<file path="src/rtl/layer_scheduler.sv">
// layer_scheduler
//   Time-shares one matrix_multiply engine and one relu engine across every
//   network layer (MM0,RELU0,MM1,RELU1,MM2,RELU2,MM3), then runs argmax.
//   It presents the per-layer dimensions and the layer index that selects
//   the weight ROM and the source/destination banks. A watchdog catches an
//   engine that never reports done.
//
// Ports
//   clk, resetn        clock (rising edge), asynchronous active-low reset
//   start              inference request, sampled only while idle
//   abort              synchronous abort, honoured in any state
//   busy               high in every state except IDLE
//   done               one-cycle pulse when an inference completes
//   error              sticky watchdog flag, cleared by the next accepted start
//   layer_idx          current layer
//   mm_start/mm_done   matrix_multiply handshake; mm_n/mm_k give its shape
//   relu_start/relu_done  relu handshake; relu_d gives its length
//   argmax_start/argmax_done  argmax handshake
//
// State table
//   S_IDLE       | waiting for start
//   S_MM_START   | mm_start pulse for the current layer
//   S_MM_WAIT    | waiting for mm_done
//   S_RELU_START | relu_start pulse for the current layer
//   S_RELU_WAIT  | waiting for relu_done
//   S_AM_START   | argmax_start pulse
//   S_AM_WAIT    | waiting for argmax_done
//   S_DONE       | done pulse
//   S_ERROR      | watchdog expired; error is set
module layer_scheduler #(
  parameter int                          NUM_LAYERS = 4,
  parameter int                          DIM_W      = 10,
  parameter logic [NUM_LAYERS*DIM_W-1:0] LAYER_N    = {10'd10, 10'd32, 10'd64, 10'd64},
  parameter logic [NUM_LAYERS*DIM_W-1:0] LAYER_K    = {10'd32, 10'd64, 10'd64, 10'd784},
  parameter logic [19:0]                 TIMEOUT    = 20'd200000
) (
  input  logic             clk,
  input  logic             resetn,
  input  logic             start,
  input  logic             abort,
  output logic             busy,
  output logic             done,
  output logic             error,
  output logic [1:0]       layer_idx,
  output logic             mm_start,
  output logic [DIM_W-1:0] mm_n,
  output logic [DIM_W-1:0] mm_k,
  input  logic             mm_done,
  output logic             relu_start,
  output logic [DIM_W-1:0] relu_d,
  input  logic             relu_done,
  output logic             argmax_start,
  input  logic             argmax_done
);

  typedef enum logic [3:0] {
    S_IDLE,
    S_MM_START,
    S_MM_WAIT,
    S_RELU_START,
    S_RELU_WAIT,
    S_AM_START,
    S_AM_WAIT,
    S_DONE,
    S_ERROR
  } state_t;

  localparam logic [1:0]  LAST_IDX = 2'(NUM_LAYERS - 1);
  localparam logic [19:0] WDOG_LD  = TIMEOUT - 20'd1;

  state_t           r_state;
  logic             r_busy;
  logic             r_done;
  logic             r_error;
  logic [1:0]       r_layer_idx;
  logic             r_mm_start;
  logic             r_relu_start;
  logic             r_am_start;
  logic [DIM_W-1:0] r_mm_n;
  logic [DIM_W-1:0] r_mm_k;
  logic [DIM_W-1:0] r_relu_d;
  logic [19:0]      r_wdog;

  logic [1:0]       w_layer_inc;
  logic [DIM_W-1:0] w_n_inc;
  logic [DIM_W-1:0] w_k_inc;
  logic [DIM_W-1:0] w_n_l0;
  logic [DIM_W-1:0] w_k_l0;
  logic             w_wdog_tc;

  assign w_layer_inc = r_layer_idx + 2'd1;
  assign w_n_inc     = LAYER_N[int'(w_layer_inc)*DIM_W +: DIM_W];
  assign w_k_inc     = LAYER_K[int'(w_layer_inc)*DIM_W +: DIM_W];
  assign w_n_l0      = LAYER_N[DIM_W-1:0];
  assign w_k_l0      = LAYER_K[DIM_W-1:0];
  // Watchdog is a down-counter loaded with TIMEOUT-1 on entering a WAIT
  // state, so terminal count is hit on the TIMEOUT-th waiting cycle.
  assign w_wdog_tc   = (r_wdog == 20'd0);

  always_ff @(posedge clk or negedge resetn) begin
    if (!resetn) begin
      r_state      <= S_IDLE;
      r_busy       <= 1'b0;
      r_done       <= 1'b0;
      r_error      <= 1'b0;
      r_layer_idx  <= 2'd0;
      r_mm_start   <= 1'b0;
      r_relu_start <= 1'b0;
      r_am_start   <= 1'b0;
      r_mm_n       <= '0;
      r_mm_k       <= '0;
      r_relu_d     <= '0;
      r_wdog       <= 20'd0;
    end else begin
      // Pulses last exactly one cycle unless re-armed below.
      r_mm_start   <= 1'b0;
      r_relu_start <= 1'b0;
      r_am_start   <= 1'b0;
      r_done       <= 1'b0;
      if (abort) begin
        // Abort outranks any coincident start or engine done.
        r_state <= S_IDLE;
        r_busy  <= 1'b0;
      end else begin
        case (r_state)
          S_IDLE: begin
            if (start) begin
              r_state     <= S_MM_START;
              r_busy      <= 1'b1;
              r_error     <= 1'b0;
              r_layer_idx <= 2'd0;
              r_mm_n      <= w_n_l0;
              r_mm_k      <= w_k_l0;
              r_relu_d    <= w_n_l0;
              r_mm_start  <= 1'b1;
            end
          end
          S_MM_START: begin
            r_state <= S_MM_WAIT;
            r_wdog  <= WDOG_LD;
          end
          S_MM_WAIT: begin
            if (mm_done) begin
              if (r_layer_idx == LAST_IDX) begin
                r_state    <= S_AM_START;
                r_am_start <= 1'b1;
              end else begin
                r_state      <= S_RELU_START;
                r_relu_start <= 1'b1;
              end
            end else if (w_wdog_tc) begin
              r_state <= S_ERROR;
              r_error <= 1'b1;
            end else begin
              r_wdog <= r_wdog - 20'd1;
            end
          end
          S_RELU_START: begin
            r_state <= S_RELU_WAIT;
            r_wdog  <= WDOG_LD;
          end
          S_RELU_WAIT: begin
            if (relu_done) begin
              r_state     <= S_MM_START;
              r_layer_idx <= w_layer_inc;
              r_mm_n      <= w_n_inc;
              r_mm_k      <= w_k_inc;
              r_relu_d    <= w_n_inc;
              r_mm_start  <= 1'b1;
            end else if (w_wdog_tc) begin
              r_state <= S_ERROR;
              r_error <= 1'b1;
            end else begin
              r_wdog <= r_wdog - 20'd1;
            end
          end
          S_AM_START: begin
            r_state <= S_AM_WAIT;
            r_wdog  <= WDOG_LD;
          end
          S_AM_WAIT: begin
            if (argmax_done) begin
              r_state <= S_DONE;
              r_done  <= 1'b1;
            end else if (w_wdog_tc) begin
              r_state <= S_ERROR;
              r_error <= 1'b1;
            end else begin
              r_wdog <= r_wdog - 20'd1;
            end
          end
          S_DONE: begin
            r_state <= S_IDLE;
            r_busy  <= 1'b0;
          end
          S_ERROR: begin
            r_state <= S_IDLE;
            r_busy  <= 1'b0;
          end
          default: begin
            r_state <= S_IDLE;
            r_busy  <= 1'b0;
          end
        endcase
      end
    end
  end

  assign busy         = r_busy;
  assign done         = r_done;
  assign error        = r_error;
  assign layer_idx    = r_layer_idx;
  assign mm_start     = r_mm_start;
  assign mm_n         = r_mm_n;
  assign mm_k         = r_mm_k;
  assign relu_start   = r_relu_start;
  assign relu_d       = r_relu_d;
  assign argmax_start = r_am_start;

endmodule
</file>
<file path="config.mk">
export PLATFORM = sky130hd
export DESIGN_NAME = layer_scheduler
export DESIGN_NICKNAME = d
export VERILOG_FILES = /design/src/rtl/layer_scheduler.sv
export SDC_FILE = /design/constraint.sdc
export NUM_CORES = 1
export LEC_CHECK = 0
export CAP_MARGIN = 15
export CORE_AREA = 4 4 67 85
export CTS_CLUSTER_SIZE = 12
export DETAILED_ROUTE_END_ITERATION = 10
export DIE_AREA = 0 0 71 89
export PLACE_DENSITY = 0.75
export SYNTH_ARGS = -nofsm -noshare
export SYNTH_HDL_FRONTEND = slang
export SYNTH_SLANG_ARGS = --single-unit
</file>
<file path="constraint.sdc">
create_clock -name clk -period 6.8 [get_ports clk]
set_clock_uncertainty 0.2 [all_clocks]
set_input_delay 0.68 -clock clk [delete_from_list [all_inputs] [get_ports clk]]
set_output_delay 0.68 -clock clk [all_outputs]
set_load 0.02 [all_outputs]
</file>
==> flow_metrics.tcl <==
set metrics [dict create \
    syn-cell-area_um2 2370 \
    final_cell_mix "37 x dfrtp_1, 26 x clkdlybuf4s50_1, 18 x nor2_1" \
    core_um2 4930 \
    clk_pin_slew_ns 0.08 \
    arrival_ns 2.76 \
    cap_violations 0 \
    drc 0 \
    synthArstFlopShare_pct 100 \
    track_usage_pct 17.3 \
    max-vdd-ir-drop_mv 0.147 \
    diodes 0 \
    fmax_ghz 0.367 \
    drv_slew 0 \
    root_buffer "clkbuf_8" \
    finalHoldViolCount 0 \
    cp_max_fo 7 \
    synth_warnings 0 \
    die_y_um 89 \
    multi_input_area_um2 1230 \
    vias 1972 \
    cts_sinks 37 \
    max-slew-margin-rel_pct 43.9 \
    antenna_left 0 \
    first_global_vias 1915 \
    initial_core_util_pct 48.1 \
    ff2ff_path_depth 5 \
    layout_setup_ws_ns 4.07 \
    start_kind "input pin" \
    cts_setup_buffers 0 \
    holdBufCountCts 0 \
    cts_resized 0 \
    htree_num_levels 2 \
    hold_path_class "in2async" \
    dieWidth_um 71 \
    crit_chain "clkdlybuf4s50_1 > a311oi_2 > o21ai_0 > a211o_2 > or4_2 > nand2_1" \
    post_drt_wl_per_cell_um 15.0 \
    syn_avg_cell_area_um2 8.93 \
    drt_wl_total_mm 5.18 \
    stdcell_area_um2 2680 \
    areaGrowthSynthToFinish_pct 12.7 \
    crit_path_end_kind "flip-flop" \
    cts_buffer_depth 2 \
    synth.distinct_cells 57 \
    leakagePower_nw 1.04 \
    drtPass1Iterations 4 \
    critPathSlowestCell "or4_2" \
    fin_crit_sh_pct 40.1 \
    ys_seq_area_share_pct 39.0 \
    numCtsBuffers 5 \
    crit_family "compound AO/OA/AOI/OAI gates" \
    portBuffers 27 \
    synth_edf_count 0 \
    power_uw 549 \
    place_ws_ns 3.82 \
    synth_cells 266 \
    regToRegEndpoint "r_wdog[15]" \
    gp_congestion 0.862 \
    cts_tree "yes" \
    drt_iter0_markers 115 \
    power.density_nw_per_um2 205 \
    slowest_delay_ns 0.55 \
    grt_max_degree 38 \
    r2r_start "r_wdog[7]" \
    num-fill-cells 478 \
    final_common_cell "dfrtp_1" \
    clk_latency_ns 0.30 \
    r2r_slack_ns 4.15 \
    viasPerCell 5.72 \
    worstMarginPinSlew_ns 0.841 \
    fp.dieArea_um2 6320 \
    dp_cells 337 \
    drive_above_1_share_pct 10.2 \
    antenna_found_initial 0 \
    placed_area_um2 2560 \
    synth-main-ff-cell "dfrtp_1" \
    final_cells 345 \
    min_period_ns 2.73 \
    num_rows 29 \
    rsz0062_at_grt "no" \
    io_pins 45 \
    critPathRequiredTime_ns 6.83 \
    status "finished clean" \
    crit_type "in2reg" \
    overflow 0 \
    cp_num_buf_inv 1 \
    hpwl_mm 3.74 \
    setup_tns_ns 0 \
    ys_seq_elements 37 \
    grt_first_pass_wirelength_mm 8.83 \
    fin_nets 294 \
    regArea_um2 926 \
    setup_viol 0 \
]
==> cell usage after synthesis, types with 2 or more instances <==
library cell | n | share of area [%]
a2111oi_0 | 2 | 0.74
a211oi_1 | 2 | 0.63
a21o_1 | 2 | 0.63
a21oi_1 | 14 | 3.0
a31o_2 | 3 | 1.1
a31oi_1 | 3 | 0.79
and2_1 | 2 | 0.53
buf_2 | 5 | 1.1
buf_4 | 25 | 7.9
clkbuf_1 | 5 | 0.79
dfrtp_1 | 37 | 39
ha_1 | 5 | 2.6
inv_1 | 12 | 1.9
mux2i_1 | 3 | 1.3
nand2_1 | 16 | 2.5
nand2b_1 | 5 | 1.3
nand3_1 | 12 | 2.5
nand4_1 | 4 | 1.1
nor2_1 | 18 | 2.8
nor3_1 | 13 | 2.7
nor3b_1 | 3 | 0.95
nor4_1 | 3 | 0.79
o211ai_1 | 3 | 0.95
o21a_1 | 4 | 1.3
o21ai_0 | 9 | 1.9
o22a_1 | 2 | 0.74
o22ai_1 | 3 | 0.79
o31ai_1 | 5 | 1.6
o32a_1 | 2 | 0.84
or3_1 | 9 | 2.4
or3_2 | 2 | 0.63
or3b_1 | 2 | 0.74
or3b_2 | 3 | 1.1
or4_1 | 4 | 1.3
xnor2_1 | 2 | 0.74
==> how the worst max path moves through the flow <==
stage	from	end	slack, ns	cells after the start
after global routing	abort	r_wdog[13]	3.99	6
after global placement	abort	r_wdog[7]	3.86	6
after detailed placement	abort	r_wdog[7]	3.82	6
final	abort	r_wdog[7]	4.07	6
after floorplan	r_wdog[0]	r_wdog[11]	4.41	8
after CTS	abort	r_wdog[7]	4.12	6
==> metal layers <==
layer / wire, µm / part of all wire (%) / up-vias / track usage (%)
li1: - / - / 956 / -
met1: 2180 / 42 / 924 / 21.1
met2: 2560 / 49 / 79 / 29.7
met3: 328 / 6.3 / 13 / 3.82
met4: 106 / 2.0 / 0 / 7.18
met5: 0 / 0 / - / 0
==> sequential cells by signal, indices dropped and copies added (netlist names), 2 cells and up <==
signal / flops
layer_idx: 2
mm_k: 3
r_state: 4
r_wdog: 20
relu_d: 2
==> per-stage QoR <==
step | util [%] | hold WS, ns
after floorplan | - | 0.184
after global placement | 51.6 | 0.292
after detailed placement | 51.8 | 0.293
after CTS | 54.2 | 0.309
after global routing | 54.2 | 0.311
final | 54.2 | 0.285
==> layout make-up <==
class / count / area share (%)
Sequential cell: 37 / 34.6
Timing Repair Buffer: 29 / 10.5
Multi-Input combinational cell: 197 / 45.9
Inverter: 12 / 1.68
Clock buffer: 6 / 3.09
Clock inverter: 2 / 1.40
Tap cell: 62 / 2.90
==> power by group <==
part | total [mW] | leakage (nW) | switching [mW] | internal [mW]
clock | 0.202 | 0.0574 | 0.0832 | 0.119
sequential | 0.253 | 0.450 | 0.0193 | 0.233
combinational | 0.0937 | 0.534 | 0.0587 | 0.0350
total | 0.549 | 1.04 | 0.161 | 0.388
==> logic make-up after synthesis <==
family	Yosys count	synth area share (%)
flip-flops	37	39.0
buffers and inverters	48	11.9
other	1	0.158
XOR/XNOR	3	1.11
adder cells (fa/ha/maj)	5	2.63
AO/OA/AOI/OAI	60	17.5
AND/OR/NAND/NOR	109	26.5
multiplexers	3	1.26
==> worst register-to-register path: stages (launching register included) <==
cell,delay (ns)
dfrtp_1,0.42
nor4_1,0.63
nand4_1,0.30
nor3_2,0.57
nor2_1,0.19
a31o_2,0.24
No activity file was read; power rests on OpenSTA's default activity.
